### src/rtl/tankb_shell_gen.sv
// Tank Battalion shell generator: hblank scan of the shell registers into a
// double-buffered per-line list, then a registered per-pixel compare.
module tankb_shell_gen #(
  parameter int NSHELL       = 8,
  parameter int SHELL_W      = 2,
  parameter int SHELL_H      = 2,
  parameter int MAX_PER_LINE = 4
) (
  input  logic       clk,
  input  logic       rst,
  input  logic       pix_en,
  input  logic [7:0] hcnt,
  input  logic [7:0] vcnt,
  input  logic       hblank,
  input  logic       vblank,
  input  logic       cpu_wr,
  input  logic [3:0] cpu_addr,
  input  logic [7:0] cpu_din,
  output logic       shell_pix,
  output logic [2:0] shell_idx,
  output logic       overflow
);

  localparam int CW = $clog2(MAX_PER_LINE + 1);
  localparam int SW = $clog2(MAX_PER_LINE);
  localparam logic [7:0] SH8 = 8'(SHELL_H);
  localparam logic [7:0] SW8 = 8'(SHELL_W);
  localparam logic [2:0] LAST = 3'(NSHELL - 1);
  localparam logic [CW-1:0] FULL = CW'(MAX_PER_LINE);

  typedef enum logic [1:0] {IDLE, SCAN, DONE} state_t;

  state_t state, state_n;

  logic [7:0]    xr   [NSHELL];
  logic [7:0]    yr   [NSHELL];
  logic [2:0]    scan_idx;
  logic [7:0]    nx_x [MAX_PER_LINE];
  logic [2:0]    nx_i [MAX_PER_LINE];
  logic [CW-1:0] nx_cnt;
  logic [7:0]    cu_x [MAX_PER_LINE];
  logic [2:0]    cu_i [MAX_PER_LINE];
  logic [CW-1:0] cu_cnt;
  logic          hblank_d, vblank_d;
  logic          hb_rise, hb_fall, vb_rise;
  logic [7:0]    dy;
  logic          scan_hit, ovf_set;
  logic          hit_any;
  logic [2:0]    hit_idx;

  assign hb_rise = hblank & ~hblank_d;
  assign hb_fall = ~hblank & hblank_d;
  assign vb_rise = vblank & ~vblank_d;

  // target line is vcnt+1; 8-bit difference makes 255->0 wrap free
  assign dy = vcnt + 8'd1 - yr[scan_idx];
  assign scan_hit = (state == SCAN) && (yr[scan_idx] != 8'd0) &&
                    (dy < SH8);

  // a list cut short by hblank falling mid-scan counts as overflow
  assign ovf_set = (hb_fall && state == SCAN) ||
                   (!hb_fall && scan_hit && nx_cnt == FULL);

  always_ff @(posedge clk or posedge rst) begin
    if (rst) begin
      for (int i = 0; i < NSHELL; i++) begin
        xr[i] <= '0;
        yr[i] <= '0;
      end
    end else if (cpu_wr) begin
      if (cpu_addr[0]) yr[cpu_addr[3:1]] <= cpu_din;
      else             xr[cpu_addr[3:1]] <= cpu_din;
    end
  end

  always_ff @(posedge clk or posedge rst) begin
    if (rst) state <= IDLE;
    else     state <= state_n;
  end

  always_comb begin
    state_n = state;
    unique case (state)
      IDLE: if (hb_rise) state_n = SCAN;
      SCAN: begin
        if (hb_fall)               state_n = IDLE;
        else if (scan_idx == LAST) state_n = DONE;
      end
      DONE: if (hb_fall) state_n = IDLE;
      default: state_n = IDLE;
    endcase
  end

  always_ff @(posedge clk or posedge rst) begin
    if (rst) begin
      scan_idx <= '0;
      hblank_d <= 1'b0;
      vblank_d <= 1'b0;
    end else begin
      scan_idx <= (state == SCAN) ? scan_idx + 3'd1 : 3'd0;
      hblank_d <= hblank;
      vblank_d <= vblank;
    end
  end

  always_ff @(posedge clk or posedge rst) begin
    if (rst) begin
      nx_cnt <= '0;
      cu_cnt <= '0;
      for (int s = 0; s < MAX_PER_LINE; s++) begin
        nx_x[s] <= '0;
        nx_i[s] <= '0;
        cu_x[s] <= '0;
        cu_i[s] <= '0;
      end
    end else if (hb_fall) begin
      cu_x   <= nx_x;
      cu_i   <= nx_i;
      cu_cnt <= nx_cnt;
      nx_cnt <= '0;
    end else if (scan_hit && nx_cnt != FULL) begin
      nx_x[nx_cnt[SW-1:0]] <= xr[scan_idx];
      nx_i[nx_cnt[SW-1:0]] <= scan_idx;
      nx_cnt <= nx_cnt + CW'(1);
    end
  end

  always_ff @(posedge clk or posedge rst) begin
    if (rst)          overflow <= 1'b0;
    else if (ovf_set) overflow <= 1'b1;
    else if (vb_rise) overflow <= 1'b0;
  end

  // list is filled in ascending index order, so lowest slot wins
  always_comb begin
    hit_any = 1'b0;
    hit_idx = '0;
    for (int s = MAX_PER_LINE - 1; s >= 0; s--) begin
      if (CW'(s) < cu_cnt && (hcnt - cu_x[s]) < SW8) begin
        hit_any = 1'b1;
        hit_idx = cu_i[s];
      end
    end
  end

  always_ff @(posedge clk or posedge rst) begin
    if (rst) begin
      shell_pix <= 1'b0;
      shell_idx <= '0;
    end else if (pix_en) begin
      if (!hblank && !vblank) begin
        shell_pix <= hit_any;
        shell_idx <= hit_idx;
      end else begin
        shell_pix <= 1'b0;
        shell_idx <= '0;
      end
    end
  end

endmodule

### config.mk
export PLATFORM = sky130hd
export DESIGN_NAME = tankb_shell_gen
export DESIGN_NICKNAME = d
export VERILOG_FILES = /design/src/rtl/tankb_shell_gen.sv
export SDC_FILE = /design/constraint.sdc
export NUM_CORES = 1
export LEC_CHECK = 0
export ABC_AREA = 1
export CORE_ASPECT_RATIO = 0.9
export CORE_MARGIN = 10
export CORE_UTILIZATION = 57
export CTS_BUF_LIST = sky130_fd_sc_hd__clkbuf_8 sky130_fd_sc_hd__clkbuf_16
export DETAILED_ROUTE_END_ITERATION = 10
export GPL_TIMING_DRIVEN = 0
export PLACE_DENSITY_LB_ADDON = 0.08
export SLEW_MARGIN = 20
export SYNTH_ARGS = -nofsm -noshare
export SYNTH_HDL_FRONTEND = slang
export SYNTH_SLANG_ARGS = --single-unit
### constraint.sdc
create_clock -name clk -period 9.3 [get_ports clk]
set_clock_uncertainty 0.1 [all_clocks]
set_input_delay 1.395 -clock clk [delete_from_list [all_inputs] [get_ports clk]]
set_output_delay 1.395 -clock clk [all_outputs]
set_load 0.02 [all_outputs]
==> results of run 1 <==
worst paths after layout:
path	startpoint	end	slack, ns
min in group asynchronous	rst	cu_x[17]	1.27
worst min register to register	cu_i[9]	cu_i[9]	0.37
worst min-delay path	cu_i[9]	cu_i[9]	0.37
worst max register to register	scan_idx[2]	nx_x[21]	5.24
max in group asynchronous	rst	xr[27]	6.95
worst max-delay path	vcnt[1]	nx_x[21]	5.21
flip-flops by register name, indices dropped and copies added, names as in the netlist:
register	flops
shell_pix	1
cu_cnt	3
hblank_d	1
yr	64
scan_idx	3
state	2
cu_i	12
nx_x	32
nx_i	12
nx_cnt	3
shell_idx	3
overflow	1
xr	64
cu_x	32
vblank_d	1
layout by cell type, fill, tap and decap left out, types with 3 or more instances in the layout:
master	count
a21boi_0	4
a21o_1	4
a21oi_1	40
buf_1	5
buf_2	16
buf_4	4
buf_6	6
bufinv_16	3
clkbuf_1	48
clkbuf_16	25
clkbuf_8	4
clkdlybuf4s50_1	37
clkinv_2	4
dfrtp_1	234
fa_1	5
ha_1	42
inv_1	247
nand2_1	444
nand3_1	88
nand3b_1	6
nand4_1	55
nand4_2	4
nor2_1	69
nor3_1	8
o211ai_1	10
o21ai_0	206
o21ai_1	8
o22ai_1	8
o31ai_1	3
xnor2_1	9
xor2_1	10
kinds of logic after synthesis:
| group | count (synthesis) | synth area share |
|---|---|---|
| DFF | 234 | 0.472 |
| AOI/OAI and AO/OA | 287 | 0.122 |
| and+or+nand+nor | 685 | 0.237 |
| xor gates and xnor gates | 19 | 0.0134 |
| adders and majority gates | 47 | 0.0505 |
| buffers and inverters | 324 | 0.105 |
layout make-up:
cell class              instances  area share
repair buffers                 39      0.0303
diodes                          1    0.000178
flip-flops and latches        234       0.417
clock buffers                  29      0.0485
multi-input cells            1038       0.374
inverters                     244      0.0659
well taps                     291      0.0259
plain buffers                  80      0.0272
clock inverters                16      0.0113
routing by layer:
metal | global-route usage | up-vias | share of wire
met5 | 0 | - | 0
met4 | 0.0705 | 0 | 0.025
met3 | 0.0493 | 68 | 0.080
met2 | 0.372 | 345 | 0.44
met1 | 0.344 | 5137 | 0.45
li1 | - | 5242 | -
through the flow:
stage          cell area (um2)  instances  setup WS, ns  setup TNS [ns]
6_report                 14000       1972          5.21               0
5_1_grt                  14000       1971          4.94               0
4_1_cts                  14000       1971          5.26               0
3_5_place_dp             13200       1926          4.72               0
3_3_place_gp             13100       1924         -1.67         -386.62
2_1_floorplan            12400       1596          1.39               0
power breakdown:
| part | total (mW) | switching [mW] | internal, mW |
|---|---|---|---|
| registers | 1.27 | 0.0837 | 1.19 |
| clock network | 1.01 | 0.406 | 0.605 |
| logic | 1.17 | 0.773 | 0.402 |
critical path: stages:
cell             delay [ns]
clkdlybuf4s50_1        0.47
inv_1                  0.04
ha_1                   0.27
inv_1                  0.06
ha_1                   0.18
inv_1                  0.06
fa_1                   0.39
inv_1                  0.09
nand3_1                0.06
nand2_1                0.09
xnor2_1                0.12
nand3_1                0.10
nor2_2                 0.13
nand3_2                0.17
nor2_4                 0.14
buf_2                  0.23
nand4_1                0.20
nand2_1                0.13
inv_1                  0.04
==> summary.txt, run 1 <==
Run status
  – Status: complete, no violations

Detailed routing
  – Routed vias/inst: 5.47
  – Wire per inst: 17.2 um
  – DRT iter0 DRCs: 1057
  – Remaining routing DRC violations: 0
  – Detailed-router iteration count before antenna repair: 5
  – Overall via count from detail_route: 10792
  – Wirelength, routed: 33900 um
  – Post-DRT Antenna Nets: 0

Global routing
  – Pin count of the biggest net entering global routing: 98
  – Via count of the first global-routing pass: 10757
  – Wire length of the first global-routing pass: 55500 um
  – GRT Resource Usage Total: 0.244
  – Final global-route overflow total: 0
  – Initial antenna violation count: 0

Pwr
  – Leakage Power: 7.17 nW
  – PD cells: 246 nW/um2
  – Worst IR drop on VDD: 0.166 mV
  – Overall Power: 3.46 mW

Placement
  – Detailed-placement wirelength estimate: 24700 um
  – Number of input and output port buffers inserted: 37
  – Routability Congestion: 0.890

Worst setup path
  – Critical path endpoint category: register
  – Category of the critical setup timing path: in2reg
  – Signal arrival time at the worst endpoint: 4.40 ns
  – Type of element launching the critical path: primary input
  – Required time at the endpoint of the critical path: 9.61 ns
  – Depth of the worst register-to-register path: 22
  – Worst-path fanout max: 10

Synth
  – Post-synthesis register bit count: 234
  – Most frequent cells after synthesis: nand2_1 (444), inv_1 (242), dfrtp_1 (234)
  – Most used DFF post-synth: dfrtp_1
  – Post-synth design cell area: 12400 um2
  – Number of synthesized flops with an enable pin: 0
  – Most used standard cell by instance count after synthesis: nand2_1
  – Top cell type's share of synthesized area: 0.472
  – Mapped Nets: 1677
  – Part of the Yosys area used for sequential elements: 0.472
  – Average cell area after synthesis: 7.77 um2
  – Synthesized netlist cell count: 1596
  – Share of synthesized registers carrying an async set or reset: 1.00
  – Cell types with the largest area share after synthesis: dfrtp_1 (47%), nand2_1 (13%), o21ai_0 (8.3%)
  – Synth warn: 0
  – Post-synthesis cell type with the largest combined area: dfrtp_1
  – Number of unique standard cell types used by synthesis: 42

Timing
  – Setup repair after global routing missed its margin: no
  – Final-report hold violation count: 0
  – Setup violation total in the final timing report: 0
  – Worst Max-Slew Pin Slew: 0.837 ns
  – Remaining max-slew budget at the tightest pin: 0.442
  – Final worst path period share: 0.440
  – Slew Viols, Final: 0
  – Min Clock Period, post-route: 4.09 ns
  – Max Fclk: 0.245 GHz
  – Final worst hold slack: 0.374 ns

CTS
  – Post-CTS Setup Bufs: 0
  – CTS clk-pin slew, worst paths: 0.06 ns
  – H-tree depth: 1
  – Clk_lat worst skew: 0.53 ns
  – CTS tree: built
  – Post-CTS Hold Buffers: 0
  – Clock Tree Root: clkbuf_16
  – Maximum count of clock buffers along a single path: 3
  – Number of clock buffers inserted by TritonCTS: 25
  – # resized after CTS: 0
  – Sinks on Clock Net: 234

Floorplanning
  – Rows: 51
  – Die area: 28100 um2
  – Vert. Die Dim: 160 um
  – Initial Utilization: 0.576
  – Horizontal extent of the die: 175 um
  – Area of the core: 21500 um2
  – I/O pin count: 39

Final layout
  – Core utilization of the finished layout: 0.653
  – Area growth from synthesis to final layout: 13.3%
  – Sequential cell area: 5860 um2
  – Number of fillers in the final layout: 1960
  – Layout net count: 1743
  – Share of layout cells above drive strength 1: 0.0500
  – Total area of multi-input combinational cells: 5250 um2

Run
  – Max capacitance violation total: 0

Worst hold path
  – Class of the most critical hold timing path: reg2reg
  – Hold path cells: 2
No activity file was read; power rests on OpenSTA's default activity.
==> run 2, diff against run 1 <==
--- a/config.mk
+++ b/config.mk
@@ -8,7 +8,7 @@
 export ABC_AREA = 1
 export CORE_ASPECT_RATIO = 0.9
 export CORE_MARGIN = 10
-export CORE_UTILIZATION = 57
+export CORE_UTILIZATION = 56
 export CTS_BUF_LIST = sky130_fd_sc_hd__clkbuf_8 sky130_fd_sc_hd__clkbuf_16
 export DETAILED_ROUTE_END_ITERATION = 10
 export GPL_TIMING_DRIVEN = 0
==> constraint.sdc (replaced) <==
create_clock -name clk -period 3.7 [get_ports clk]
set_clock_uncertainty 0.1 [all_clocks]
set_input_delay 0.555 -clock clk [delete_from_list [all_inputs] [get_ports clk]]
set_output_delay 0.555 -clock clk [all_outputs]
set_load 0.02 [all_outputs]
==> run 2 against run 1 <==
Hold slack worse by 0.023 ns. Wire length up 2.8%. First-iteration DRC count up 16%. Clock-buffer cell count up 3. Largest cell class unchanged. Highest routed layer unchanged.
==> summary.txt, run 2 (synthesized netlist as in run 1, its figures left out) <==
Timing
  – Worst Max-Slew Pin Slew: 0.776 ns (-0.0606 ns)
  – Max Fclk: 0.276 GHz
  – Setup repair after global routing missed its margin: yes
  – Remaining max-slew budget at the tightest pin: 0.483 (+0.0404)
  – Final worst path period share: 0.978
  – Min Clock Period, post-route: 3.62 ns
  – Worst setup slack after layout: 0.0824 ns (-5.13 ns)
  – Final setup TNS: 0 ns (unchanged)
  – Slew Viols, Final: 0 (unchanged)
  – Final-report hold violation count: 0 (unchanged)
  – Setup violation total in the final timing report: 0 (unchanged)

Global routing
  – Via count of the first global-routing pass: 10591 (-1.5%)
  – GRT Resource Usage Total: 0.242 (-0.00170)
  – Wire length of the first global-routing pass: 55600 um (+0.15%)
  – Layer with the highest usage: met2
  – Fraction of met2 tracks used by global routing: 0.368 (-0.00371)
  – Final global-route overflow total: 0 (unchanged)
  – Grt met1 use: 0.352 (+0.00773)
  – Pin count of the biggest net entering global routing: 35 (-64%)
  – Met3 GRT Util: 0.0431 (-0.00615)
  – Initial antenna violation count: 0 (unchanged)

CTS
  – Number of clock buffers inserted by TritonCTS: 26 (+4.0%)
  – Post-CTS Hold Buffers: 0 (unchanged)
  – Clk_lat worst skew: 0.54 ns (about the same)
  – Sinks on Clock Net: 234 (unchanged)
  – CTS tree: built
  – CTS clk-pin slew, worst paths: 0.06 ns (about the same)
  – Maximum count of clock buffers along a single path: 3 (unchanged)
  – H-tree depth: 1 (unchanged)
  – Clock Tree Root: clkbuf_16

Placement
  – Detailed-placement wirelength estimate: 25100 um (+1.5%)
  – Placement-stage worst setup slack: -0.329 ns (-5.05 ns)
  – Post-placement cell count: 1932 (+0.31%)
  – Number of input and output port buffers inserted: 37 (unchanged)
  – Dpl cell area: 13300 um2 (+0.83%)
  – Routability Congestion: 0.872 (-1.9%)

Detailed routing
  – Overall via count from detail_route: 11012 (+2.0%)
  – Remaining routing DRC violations: 0 (unchanged)
  – Routed vias/inst: 5.51 (+0.61%)
  – Wirelength, routed: 34900 um (+2.8%)
  – Post-DRT Antenna Nets: 0 (unchanged)
  – Detailed-router iteration count before antenna repair: 6 (+1)
  – Wire per inst: 17.4 um (+1.4%)
  – DRT iter0 DRCs: 1225 (+16%)

Final layout
  – Layout net count: 1770 (+1.5%)
  – Share of layout cells above drive strength 1: 0.0872 (+0.0372)
  – Number of antenna cells inserted: 0 (-1)
  – Core utilization of the finished layout: 0.674 (+0.0212)
  – Most common cell after layout, fill and taps aside: nand2_1
  – Commonest non-fill, non-tap cells in the layout: nand2_1 (430), inv_1 (241), dfrtp_1 (233)
  – Area growth from synthesis to final layout: 18.0%
  – Biggest regs: xr (64), yr (64)
  – Final non-filler cell total: 2000 (+1.4%)
  – Cell area after layout: 14600 um2 (+4.2%)

Worst setup path
  – Reg-to-reg setup timing slack: 0.08 ns (-5.16 ns)
  – Type of element launching the critical path: register
  – Required time at the endpoint of the critical path: 4.02 ns (-5.59 ns)
  – End of the worst register-to-register path: nx_x[21]
  – Critical path endpoint category: register
  – Family of cells with the greatest summed delay on the critical path: simple AND/OR/NAND/NOR gates
  – Worst-path fanout max: 6 (-4)
  – Category of the critical setup timing path: reg2reg
  – Cells traversed along the worst timing path: buf_6 > buf_8 > nor2_4 > nor2_1 > nand2_1 > nand3_2 > nand2_4 > inv_2 > ha_4 > inv_4 > ha_4 > inv_2 > fa_2 > nand2_2 > nor3_4 > nand3_2 > nor2_4 > nand3_4 > nor2_4 > buf_4 > buf_4 > nand4_1 > nand2_1 > inv_1
  – Depth of the worst register-to-register path: 24 (+9.1%)
  – Most frequent cell on the critical path: nor2_4
  – Startpoint of the worst register-to-register path: scan_idx[0]
  – Delay of the slowest cell on the worst path: 0.54 ns (+0.07 ns)
  – WP buf/inv: 8 (+1)
  – Cell with the largest stage delay on the worst path: fa_2
  – Signal arrival time at the worst endpoint: 3.94 ns (-0.46 ns)

Pwr
  – PD cells: 620 nW/um2 (+150%)
  – Worst IR drop on VDD: 0.440 mV (+170%)
  – Leakage Power: 7.40 nW (+3.2%)

Floorplanning
  – Horizontal extent of the die: 177 um (+0.79%)
  – Initial Utilization: 0.571 (-0.00509)
  – Die area: 28500 um2 (+1.6%)
  – Rows: 51 (unchanged)
  – Area of the core: 21700 um2 (+0.89%)
  – Vert. Die Dim: 161 um (+0.78%)
  – I/O pin count: 39 (unchanged)

Run status
  – Status: complete, no violations

Worst hold path
  – Class of the most critical hold timing path: in2async

Run
  – Max capacitance violation total: 0 (unchanged)
==> run 2: changes by cell type in the layout (fill, tap and decap cells not counted), moves of 7 or more <==
cell / delta
nand2_2: +8
nand2_1: -14
inv_2: +7
buf_12: +7
buf_4: +20
buf_2: -10
==> run 2: layout make-up <==
| type | count | area, um2 |
|---|---|---|
| buffer | 79 | 458 |
| clock buffer | 32 | 733 |
| clock inverter | 16 | 108 |
| fill | 1813 | 7070 |
| inverter | 244 | 932 |
| multi-input combinational | 1038 | 5440 |
| sequential | 234 | 5860 |
| tap | 291 | 364 |
| timing repair buffer | 66 | 737 |
==> run 2: per-stage QoR <==
stage	power, mW	hold WS, ns
2_1_floorplan	5.30	0.348
3_3_place_gp	6.02	0.362
3_5_place_dp	6.12	0.364
4_1_cts	8.83	0.356
5_1_grt	9.65	0.389
6_report	9.07	0.350
==> run 2: how the worst max path moves through the flow <==
stage	cells after the start	slack [ns]	from	endpoint
floorplan	1	-0.02	rst	cu_cnt[0]
global placement	2	-1.81	rst	cu_i[11]
detailed placement	23	-0.33	scan_idx[2]	nx_i[11]
CTS	22	0.004	scan_idx[0]	nx_x[27]
global route	22	-0.14	scan_idx[0]	nx_i[7]
finish	24	0.08	scan_idx[0]	nx_x[21]
==> run 2: routing by layer <==
layer  up-vias  routed length (um)
li1       5308                   -
met4         0                 680
met2       395               15300
met3        62                2920
met1      5247               15900
met5         -                   0
==> run 2: worst register-to-register path, cell delays in order (launching register included) <==
cell	delay, ns
dfrtp_1	0.38
buf_6	0.16
buf_8	0.15
nor2_4	0.09
nor2_1	0.04
nand2_1	0.07
nand3_2	0.10
nand2_4	0.10
inv_2	0.05
ha_4	0.21
inv_4	0.05
ha_4	0.13
inv_2	0.03
fa_2	0.54
nand2_2	0.07
nor3_4	0.19
nand3_2	0.11
nor2_4	0.15
nand3_4	0.13
nor2_4	0.15
buf_4	0.13
buf_4	0.13
nand4_1	0.12
nand2_1	0.11
inv_1	0.04
==> run 2: power by group <==
part	internal, mW	switching, mW	total, mW
clock	1.47	1.04	2.51
sequential	2.99	0.223	3.22
combinational	1.25	2.10	3.35
total	5.71	3.36	9.07
==> run 2: what timing repair did <==
| action | CTS | global route |
|---|---|---|
| buffers inserted | 13 | 4 |
| pin swaps | 17 | 32 |
| resized for setup | 36 | 53 |
| gates cloned | 2 | 2 |
| setup endpoints to repair | 47 | 47 |
==> run 3, diff against run 2 <==
--- a/config.mk
+++ b/config.mk
@@ -7,7 +7,7 @@
 export LEC_CHECK = 0
 export ABC_AREA = 1
 export CORE_ASPECT_RATIO = 0.9
-export CORE_MARGIN = 10
+export CORE_MARGIN = 2
 export CORE_UTILIZATION = 56
 export CTS_BUF_LIST = sky130_fd_sc_hd__clkbuf_8 sky130_fd_sc_hd__clkbuf_16
 export DETAILED_ROUTE_END_ITERATION = 10
==> run 3 against run 2 <==
The flow now finishes with violations (negative setup slack). Design area shrank 0.70%. Largest power group unchanged. Die area shrank 18%. Register-to-register slack lost 0.09 ns. Combinational power shrank 2%. Hold slack lost 0.0062 ns. Via count grew 0.20%.
==> summary.txt, run 3 (synthesized netlist as in run 1, its figures left out) <==
Worst setup path
  – Type of element launching the critical path: register
  – Delay of the slowest cell on the worst path: 0.52 ns (-0.02 ns)
  – Most frequent cell on the critical path: nand2_1
  – Required time at the endpoint of the critical path: 4.07 ns (+0.05 ns)
  – Signal arrival time at the worst endpoint: 4.07 ns (+0.13 ns)
  – Capture point of the worst path: nx_x[18]
  – End of the worst register-to-register path: nx_x[18]
  – Beginning of the critical path: scan_idx[0]
  – Critical path endpoint category: register
  – Depth of the worst register-to-register path: 25 (+4.2%)
  – Cell with the largest stage delay on the worst path: fa_2
  – Startpoint of the worst register-to-register path: scan_idx[0]
  – Category of the critical setup timing path: reg2reg
  – Reg-to-reg setup timing slack: -0.008 ns (-0.09 ns)
  – Worst-path fanout max: 10 (+4)

Run status
  – Status: complete, but fails checks
  – Violated checks: negative setup slack

CTS
  – H-tree depth: 1 (unchanged)
  – Number of clock buffers inserted by TritonCTS: 25 (-3.8%)
  – Clk_lat worst skew: 0.54 ns (about the same)
  – CTS tree: built
  – Maximum count of clock buffers along a single path: 3 (unchanged)
  – CTS clk-pin slew, worst paths: 0.06 ns (about the same)
  – Sinks on Clock Net: 234 (unchanged)
  – Clock Tree Root: clkbuf_16
  – Post-CTS Hold Buffers: 0 (unchanged)

Placement
  – Detailed-placement wirelength estimate: 24500 um (-2.3%)
  – Post-placement cell count: 1931 (-0.052%)
  – Number of input and output port buffers inserted: 37 (unchanged)
  – Routability Congestion: 0.904 (+3.6%)

Run
  – Max capacitance violation total: 0 (unchanged)

Detailed routing
  – Remaining routing DRC violations: 0 (unchanged)
  – Met3 layer wire length in the routed design: 2870 um (-1.5%)
  – Routed vias/inst: 5.52 (+0.30%)
  – Wire per inst: 17.0 um (-2.4%)
  – Post-DRT Antenna Nets: 0 (unchanged)
  – Detailed-router iteration count before antenna repair: 5 (-1)
  – Met2 routed WL: 14700 um (-3.9%)
  – Overall via count from detail_route: 11034 (+0.20%)
  – Post-Route M1 WL: 15500 um (-2.7%)
  – Highest metal layer used by the detailed router: met4
  – DRT iter0 DRCs: 964 (-21%)
  – Wirelength, routed: 34000 um (-2.5%)

Floorplanning
  – Vert. Die Dim: 145 um (-9.9%)
  – Rows: 51 (unchanged)
  – Initial Utilization: 0.571 (unchanged)
  – Horizontal extent of the die: 161 um (-9.0%)
  – I/O pin count: 39 (unchanged)
  – Area of the core: 21700 um2 (unchanged)
  – Die area: 23300 um2 (-18%)

Timing
  – Min Clock Period, post-route: 3.71 ns (+0.0909 ns)
  – Setup violation total in the final timing report: 1 (+1)
  – Worst Max-Slew Pin Slew: 0.771 ns (-0.00469 ns)
  – Final worst path period share: 1.00 (+0.0246)
  – Final-report hold violation count: 0 (unchanged)
  – Max Fclk: 0.270 GHz (-2.5%)
  – Remaining max-slew budget at the tightest pin: 0.486 (+0.00312)
  – Slew Viols, Final: 0 (unchanged)
  – Final worst hold slack: 0.344 ns (-0.00623 ns)
  – Setup repair after global routing missed its margin: yes
  – Worst setup slack after layout: -0.00850 ns (-0.0909 ns)

Final layout
  – Biggest regs: xr (64), yr (64)
  – Share of layout cells above drive strength 1: 0.0785 (-0.00869)
  – Most common cell after layout, fill and taps aside: nand2_1
  – Final non-filler cell total: 1998 (-0.10%)
  – Layout net count: 1773 (+0.17%)
  – Number of fillers in the final layout: 1832 (+1.0%)
  – Commonest non-fill, non-tap cells in the layout: nand2_1 (441), inv_1 (242), dfrtp_1 (233)
  – Area growth from synthesis to final layout: 17.2%
  – Number of antenna cells inserted: 0 (unchanged)

Pwr
  – Worst IR drop on VDD: 0.379 mV (-14%)
  – Leakage Power: 7.35 nW (-0.55%)
  – PD cells: 613 nW/um2 (-1.3%)

Global routing
  – Pin count of the biggest net entering global routing: 35 (unchanged)
  – Wire length of the first global-routing pass: 54100 um (-2.7%)
  – Final global-route overflow total: 0 (unchanged)
  – Via count of the first global-routing pass: 10446 (-1.4%)
  – GRT Resource Usage Total: 0.292 (+0.0503)
  – Initial antenna violation count: 0 (unchanged)

Worst hold path
  – Class of the most critical hold timing path: in2async
-- run 3: timing repair --
| action | CTS | global route |
|---|---|---|
| gates resized for setup | 38 | 37 |
| pin swaps | 12 | 34 |
| endpoints found under the setup margin | 47 | 47 |
| setup buffers | 13 | 9 |
| endpoints found under the hold margin | 0 | 0 |
| cloned | 3 | 1 |
-- run 3: how the worst min path moves through the flow --
stage	to	slack (ns)
2_1_floorplan	xr[15]	0.35
3_3_place_gp	xr[47]	0.36
3_5_place_dp	xr[31]	0.37
4_1_cts	yr[3]	0.35
5_1_grt	cu_x[16]	0.38
6_report	yr[3]	0.34
-- run 3: critical path: cells and delay by family, from the launching register on --
kind / cells / cell delay [ns]
flops: 1 / 0.39
buf+inv: 9 / 0.92
fa+ha+maj: 3 / 0.86
simple gates: 13 / 1.36
-- run 3: layer usage --
metal	track usage	vias up
li1	-	5294
met1	0.438	5263
met2	0.444	412
met3	0.0523	65
met4	0.0710	0
met5	0	-
-- run 3: where the power goes --
group | switching (mW) | total (mW) | internal (mW)
sequential | 0.220 | 3.21 | 2.99
combinational | 2.05 | 3.28 | 1.24
clock | 1.05 | 2.40 | 1.35
-- run 3: metrics by stage --
stage,util,setup WS (ns),power [mW],instance area (um2),setup TNS (ns)
after floorplan,-,-0.0189,5.30,12400,-4.42
after global placement,0.605,-1.80,6.02,13100,-425.93
after detailed placement,0.612,-0.339,6.11,13300,-11.73
after CTS,0.658,0.0194,8.72,14300,0
after global routing,0.669,-0.163,9.42,14500,-5.02
final,0.669,-0.00850,8.90,14500,-0.00850
-- run 3: area by class of cell --
type / instances / area (um2) / share of cell area
buffer: 79 / 469 / 0.0323
clock buffer: 31 / 708 / 0.0488
clock inverter: 11 / 70.1 / 0.00483
inverter: 244 / 935 / 0.0644
multi-input combinational: 1038 / 5380 / 0.370
sequential: 234 / 5860 / 0.403
tap: 291 / 364 / 0.0251
timing repair buffer: 70 / 741 / 0.0510
